## config.mk

```make
export PLATFORM = sky130hd
export DESIGN_NAME = bcd_seg_scanner
export DESIGN_NICKNAME = d
export VERILOG_FILES = /design/src/rtl/bcd_seg_scanner.sv
export SDC_FILE = /design/constraint.sdc
export NUM_CORES = 1
export LEC_CHECK = 0
export BUFFER_PORTS_ARGS = -buffer_cell sky130_fd_sc_hd__buf_4
export CAP_MARGIN = 20
export CORE_ASPECT_RATIO = 1.25
export CORE_UTILIZATION = 60
export CTS_BUF_LIST = sky130_fd_sc_hd__clkbuf_8
export DETAILED_ROUTE_END_ITERATION = 8
export GPL_ROUTABILITY_DRIVEN = 1
export PLACE_DENSITY_LB_ADDON = 0.15
export SYNTH_ARGS = -nofsm -noshare
export SYNTH_HDL_FRONTEND = slang
export SYNTH_SLANG_ARGS = --single-unit
```

## constraint.sdc

```tcl
create_clock -name clk -period 4.89 [get_ports clk]
set_input_delay 0.978 -clock clk [delete_from_list [all_inputs] [get_ports clk]]
set_output_delay 0.978 -clock clk [all_outputs]
set_load 0.05 [all_outputs]
```

## src/rtl/bcd_seg_scanner.sv

```systemverilog
// Multiplexed 7-segment driver: snapshots a BCD word on load and scans it digit by
// digit with a one-cycle blank gap per slot and optional leading-zero blanking.
module bcd_seg_scanner #(
    parameter int DIGITS   = 4,
    parameter int SCAN_DIV = 1000
) (
    input  logic                  clk,
    input  logic                  rst,
    input  logic [4*DIGITS-1:0]   bcd_in,
    input  logic                  load,
    input  logic                  blank_lz,
    output logic [6:0]            seg,
    output logic [DIGITS-1:0]     an,
    output logic                  frame
);

    localparam int CNT_W = $clog2(SCAN_DIV);
    localparam int IDX_W = (DIGITS > 1) ? $clog2(DIGITS) : 1;
    localparam logic [CNT_W-1:0] CNT_LAST = CNT_W'(SCAN_DIV - 1);
    localparam logic [IDX_W-1:0] IDX_LAST = IDX_W'(DIGITS - 1);

    function automatic logic [6:0] seg_decode(input logic [3:0] d);
        unique case (d)
            4'd0:    seg_decode = 7'h3F;
            4'd1:    seg_decode = 7'h06;
            4'd2:    seg_decode = 7'h5B;
            4'd3:    seg_decode = 7'h4F;
            4'd4:    seg_decode = 7'h66;
            4'd5:    seg_decode = 7'h6D;
            4'd6:    seg_decode = 7'h7D;
            4'd7:    seg_decode = 7'h07;
            4'd8:    seg_decode = 7'h7F;
            4'd9:    seg_decode = 7'h6F;
            default: seg_decode = 7'h40;
        endcase
    endfunction

    logic [4*DIGITS-1:0] snapshot;
    logic [CNT_W-1:0]    cnt;
    logic [IDX_W-1:0]    idx;

    logic [DIGITS-1:0]   blank_mask;
    logic [3:0]          cur_digit;
    logic                cur_blank;
    logic [6:0]          seg_d;
    logic [DIGITS-1:0]   an_d;

    // Walk from the most significant digit down; a digit is blanked while every
    // digit at or above it is zero. An invalid code is non-zero, so it stops blanking.
    always_comb begin : lz_scan
        logic upper_zero;
        upper_zero = 1'b1;
        blank_mask = '0;
        for (int k = DIGITS - 1; k >= 1; k--) begin
            upper_zero    = upper_zero & (snapshot[4*k +: 4] == 4'd0);
            blank_mask[k] = blank_lz & upper_zero;
        end
    end

    // NOTE: every signal written here gets a default first, so no path leaves it
    // unassigned and no latch is inferred.
    always_comb begin
        cur_digit = '0;
        cur_blank = 1'b0;
        for (int k = 0; k < DIGITS; k++) begin
            if (idx == IDX_W'(k)) begin
                cur_digit = snapshot[4*k +: 4];
                cur_blank = blank_mask[k];
            end
        end
        an_d  = '0;
        seg_d = '0;
        if (cnt != '0) begin
            an_d  = DIGITS'(1) << idx;
            seg_d = cur_blank ? 7'h00 : seg_decode(cur_digit);
        end
    end

    // NOTE: non-blocking assignments so every register samples pre-edge values;
    // the outputs decode the (cnt, idx) being left, not the one being entered.
    always_ff @(posedge clk or negedge rst) begin
        if (!rst) begin
            snapshot <= '0;
            cnt      <= '0;
            idx      <= '0;
            seg      <= '0;
            an       <= '0;
            frame    <= 1'b0;
        end else begin
            if (load) begin
                snapshot <= bcd_in;
            end
            if (cnt == CNT_LAST) begin
                cnt <= '0;
                idx <= (idx == IDX_LAST) ? '0 : idx + 1'b1;
            end else begin
                cnt <= cnt + 1'b1;
            end
            seg   <= seg_d;
            an    <= an_d;
            frame <= (cnt == '0) && (idx == '0);
        end
    end

endmodule

```

---- Word level (Yosys, flattened, before mapping) ----
Memories as Yosys holds them, arrays and structs flattened.
Index checks and enable logic that the tools add are counted.
storage, ports and cells
  output and inout port bits .............. 12
  ROM bits ................................ 112
  bits in registers ....................... 40
  input bits .............................. 20
  word-level logic and storage cells ...... 38
  memories kept ........................... 1
cells by class
  bitwise gates (word level) .............. 5
  add/sub/neg operators ................... 2
  mux-type cells .......................... 12
  shift-type cells ........................ 1
  equal/unequal tests ..................... 4
  reduce and logical (&&, ||, !) cells .... 7
memories
  memory            depth  width  read ports  clocked after memory_dff  write ports  RTL line  text
  (name not given)  16     7      1           0                         0            23        unique case (d)
operator list
  operator                                          count
  2-to-1 mux 4 bit                                  5
  2-to-1 mux 7 bit                                  2
  logical NOT 4 bit                                 3
  adder 10 x 1 -> 10 bit (second input constant)    1
  == test 10 bit (second input constant)            1
  logical NOT 10 bit                                1
  2-to-1 mux 10 bit                                 1
  nonzero test 10 bit                               1
  AND 1 bit                                         5
  == test 2 bit (second input constant)             2
  left shift 1 x 2 -> 4 bit (first input constant)  1
  2-to-1 mux 1 bit                                  3
  adder 2 x 1 -> 2 bit (second input constant)      1
  == test 2 x 1 -> 1 bit (second input constant)    1
  logical NOT 2 bit                                 1
  2-to-1 mux 2 bit                                  1
  logical AND 1 bit                                 1

---- Longest topological paths before layout ----
  depth in word-level cells ............... 9
  depth in mapped cells ................... 11
  mapped depth without buffers ............ 10

---- Least setup slack after synthesis ----
OpenSTA, ideal clock, no wires.
  kind .................................... input-to-reg
  start point ............................. input load
  end point ............................... register snapshot[10]
  data required time ...................... 4765 ps
  library setup time ...................... 125 ps
  data arrival time ....................... 1939 ps
  cell stages on the path ................. 3
  setup slack ............................. 2826 ps
  path buffers ............................ 2
  cell sequence ........................... clkbuf_1 clkbuf_1 mux2_2
RTL lines
  what                    RTL line  text
  start: declaration      10        input logic load,
  end signal: assignment  91        snapshot <= bcd_in;
  end: declaration        38        logic [4*DIGITS-1:0] snapshot;
No word-level cell between the ends.

---- Worst setup path after layout ----
  start point ............................. register idx[0]
  end point ............................... register seg[4]
on the way
  longest elaborated chain between the ends .. 8
  elaborated cells between the ends (all ways) .. 14
  classes of those cells .................. eq/ne (3); mux (9); reduce/logical (1); memory (1)
ends and longest elaborated chain
  what                            RTL line  text
  start: declaration              40        logic [IDX_W-1:0] idx;
  start signal: assignment        95        idx <= (idx == IDX_LAST) ? '0 : idx + 1'b1;
  logical NOT 2 bit               66        if (idx == IDX_W'(k)) begin
  2-to-1 mux 4 bit (4 in series)  66
  memory read (16 x 7 bit)        n/a
  2-to-1 mux 7 bit *              75        seg_d = cur_blank ? 7'h00 : seg_decode(cur_digit);
  2-to-1 mux 7 bit *              73        if (cnt != '0) begin
  net seg_d[4]                    45        logic [6:0] seg_d;
  end signal: assignment          99        seg <= seg_d;
  end: declaration                12        output logic [6:0] seg,
Mark *: on every way through the listed nets, which the timed path passes. The rest lies on a longest branch.
A chain may end at the register's enable or synchronous reset.

==> run_results.csv <==
group,metric,value,unit
outcome,outcome,"finished, final reports clean",
yosys,yosysWarnings,0,
floorplanning,rows,22,
detailed_routing,dr.pass1.iters,4,
sta,hold_viol,0,
clocking,cts_tree,"done",
global_routing,grt_pass1_wl,6.637,mm
placed_design,placed_cells,236,
clocking,clk_path_buf_depth,2,
detailed_routing,routed_wl,3.949,mm
min_path,hold_start,"cnt[0]",
clocking,ctsResizeCount,0,
detailed_routing,drcViolationCount,0,
floorplanning,pin_count,32,
sta,maxSlewViolCount,0,
setup_path,critPathCaptureType,"flip-flop",
placed_design,detailed_place_hpwl,2.975,mm
detailed_routing,ant_nets,0,
sta,max_clock_freq,0.4193,GHz
setup_path,arrival,2.61,ns
power,seq_power_share,50.6,%
sta,relSlewSlack,63.63,%
job,max_cap_viol_count,0,
clocking,clock_latency,0.30,ns
clocking,clkTransAtPathRegs,0.07,ns
detailed_routing,wl_per_cell,16.25,um
yosys,syn-cell-area,1978,sq um
final_layout,drive_above_1_share,29.47,%
detailed_routing,vias,1436,
yosys,synth_top_area_cell,"dfrtp_1",
min_path,hp-class,"reg2reg",
placed_design,dp_worst_setup_slack,2.524,ns
placed_design,place_congestion,0.8248,
yosys,synth.top_cell.area_share,50.60,%
floorplanning,start_util,65.33,%
floorplanning,die_y,66.20,um
global_routing,globalRoute.totalOverflow,0,
yosys,synth-xor-area-share,3.099,%
sta,fin_ws,2.505,ns
power,switchingPower,0.1970,mW
final_layout,antenna_cells,0,
setup_path,startpoint,"idx[0]",
yosys,synth_adder_area_share,6.958,%
global_routing,antenna_found_initial,0,
setup_path,cp_max_fo,6,
clocking,htreeDepth,2,
yosys,synthTopCellsByArea,"dfrtp_1 51%, mux2_2 9.7%, ha_1 7.0%",
yosys,synth-compound-area-share,9.488,%
yosys,netlist_instances,174,
sta,tightest_slew,0.5379,ns
power,leakagePower,1.071,nW
global_routing,grt_pass1_vias,1492,
final_layout,layout_common_cells,"40 x dfrtp_1, 31 x buf_4, 17 x mux2_2",
setup_path,start_kind,"flip-flop",
floorplanning,design.core.area,3028,sq um
setup_path,crit_required,5.11,ns
power,swShare,27.10,%
clocking,cts.sinks,40,
yosys,post_synth.cell_area_avg,11.37,sq um
clocking,postCtsSetupRepairBufs,0,
final_layout,fin_area,2315,sq um
final_layout,multiInputGateArea,909.6,sq um
yosys,ys_ff_latch,40,
sta,setup_viol,0,
clocking,holdBufCountCts,0,
sta,rsz0062_at_grt,"false",
power,power_density,314.1,nW/um^2
final_layout,seq_area,1001,sq um
yosys,synthSimpleGateAreaFrac,16.76,%
final_layout,areaGrowthSynthToFinish,17.01,%
final_layout,final_cells,243,
detailed_routing,drt-initial-drc-count,45,
final_layout,final_common_cell,"dfrtp_1",
placed_design,place_area,2218,sq um
final_layout,num-fill-cells,217,
sta,fin_crit,2.385,ns
floorplanning,die_area,3532,sq um
clocking,cts_buffers,5,
yosys,seq_area_frac_synth,50.60,%
power,power.share.combinational,17.2,%
yosys,synth_top_family_by_area,"simple AND/OR/NAND/NOR gates",
sta,timing.final.crit_share,48.77,%
clocking,cts_root_buf,"clkbuf_8",
setup_path,r2r-start,"idx[0]",
global_routing,grt_max_degree,41,
power,peakVddDrop,0.2931,mV
floorplanning,die_width,53.36,um
power,p_clk_share,32.1,%
setup_path,critical_path_class,"reg2reg",
power,p_int,0.5300,mW
placed_design,io_buffers,31,
yosys,synth_nets,205,
global_routing,grt.total_usage,26.90,%
yosys,synthMuxAreaShare,9.677,%
final_layout,post-route-util,76.45,%
power,total_power,0.7270,mW
detailed_routing,vias_per_cell,5.909,
sta,finalSetupTns,0,ns
final_layout,fin_nets,238,
sta,finClkSkew,0.006603,ns
sta,holdWs,0.4963,ns
yosys,synth_cell_types,44,
[logic make-up after synthesis]
kind of cell	Yosys count
multiplexers	17
AND/OR/NAND/NOR	60
adder cells (fa/ha/maj)	11
flip-flops	40
buffers and inverters	13
AO/OA/AOI/OAI	26
XOR/XNOR	7
[worst paths after layout]
kind | end | slack (ns) | depth (start not counted)
max in group asynchronous | snapshot[15] | 3.91 | 1
worst max register to register | seg[4] | 2.50 | 10
worst min register to register | cnt[0] | 0.50 | 1
min in group asynchronous | cnt[2] | 0.64 | 1
worst max-delay path | seg[4] | 2.50 | 10
worst min-delay path | cnt[0] | 0.50 | 1
[state kept, by name, summed over array words and instances (netlist names)]
name      cells
idx           2
frame         1
seg           7
an            4
cnt          10
snapshot     16
[critical path: stages, from the launching register on]
cell and delay, ns:
dfrtp_1 0.40, inv_1 0.14, ha_1 0.30, or3b_2 0.46, o21ai_0 0.09, a31oi_1 0.12
inv_1 0.16, ha_1 0.19, nor2_1 0.06, a211o_1 0.25, a21oi_1 0.13
[area by class of cell]
| cell class | count | share of cell area, % |
|---|---|---|
| multi-input combinational | 121 | 39.30 |
| inverter | 8 | 1.297 |
| clock buffer | 7 | 4.162 |
| sequential | 40 | 43.24 |
| tap | 36 | 1.946 |
| timing repair buffer | 31 | 10.05 |
[cell usage after synthesis]
master and number:
nor4_1 3, nor3b_2 1, or3b_2 1, o21ai_0 5, and2_1 1, nand2b_1 1
nor2_1 16, o211ai_1 2, nor4b_1 1, or3b_1 1, o21a_1 1, o22ai_1 2
mux2_2 17, ha_1 11, xnor2_1 3, or2_1 1, inv_1 8, nor2b_1 2
or4b_1 1, a21oi_1 3, o211a_1 1, and2_2 1, nand4_1 1, buf_2 1
nor3_1 2, clkbuf_1 2, xor2_1 4, nand3b_1 3, o21ai_4 1, dfrtp_1 40
nand3b_4 1, clkbuf_8 1, nand2_1 15, and4_1 1, or2b_2 1, o221ai_1 1
a211o_1 2, a211oi_1 1, a22oi_1 1, buf_6 1, nand3_1 5, o2bb2ai_1 3
nor3b_1 1, a31oi_1 3
[layer usage]
| layer | GRT usage (%) | share of wire, % | vias to the layer above |
|---|---|---|---|
| li1 | - | - | 678 |
| met1 | 28.94 | 39 | 702 |
| met2 | 46.41 | 54 | 44 |
| met3 | 7.356 | 4.2 | 12 |
| met4 | 14.14 | 3.0 | 0 |
| met5 | 0 | 0 | - |
[power by group through the flow]
stage	Sequential, mW	Combinational, mW	Clock [mW]
finish	0.368	0.125	0.234
global route	0.371	0.135	0.251
CTS	0.368	0.126	0.238
detailed placement	0.374	0.125	0
global placement	0.373	0.119	0
floorplan	0.404	0.0484	0
No activity file was read; power rests on OpenSTA's default activity.
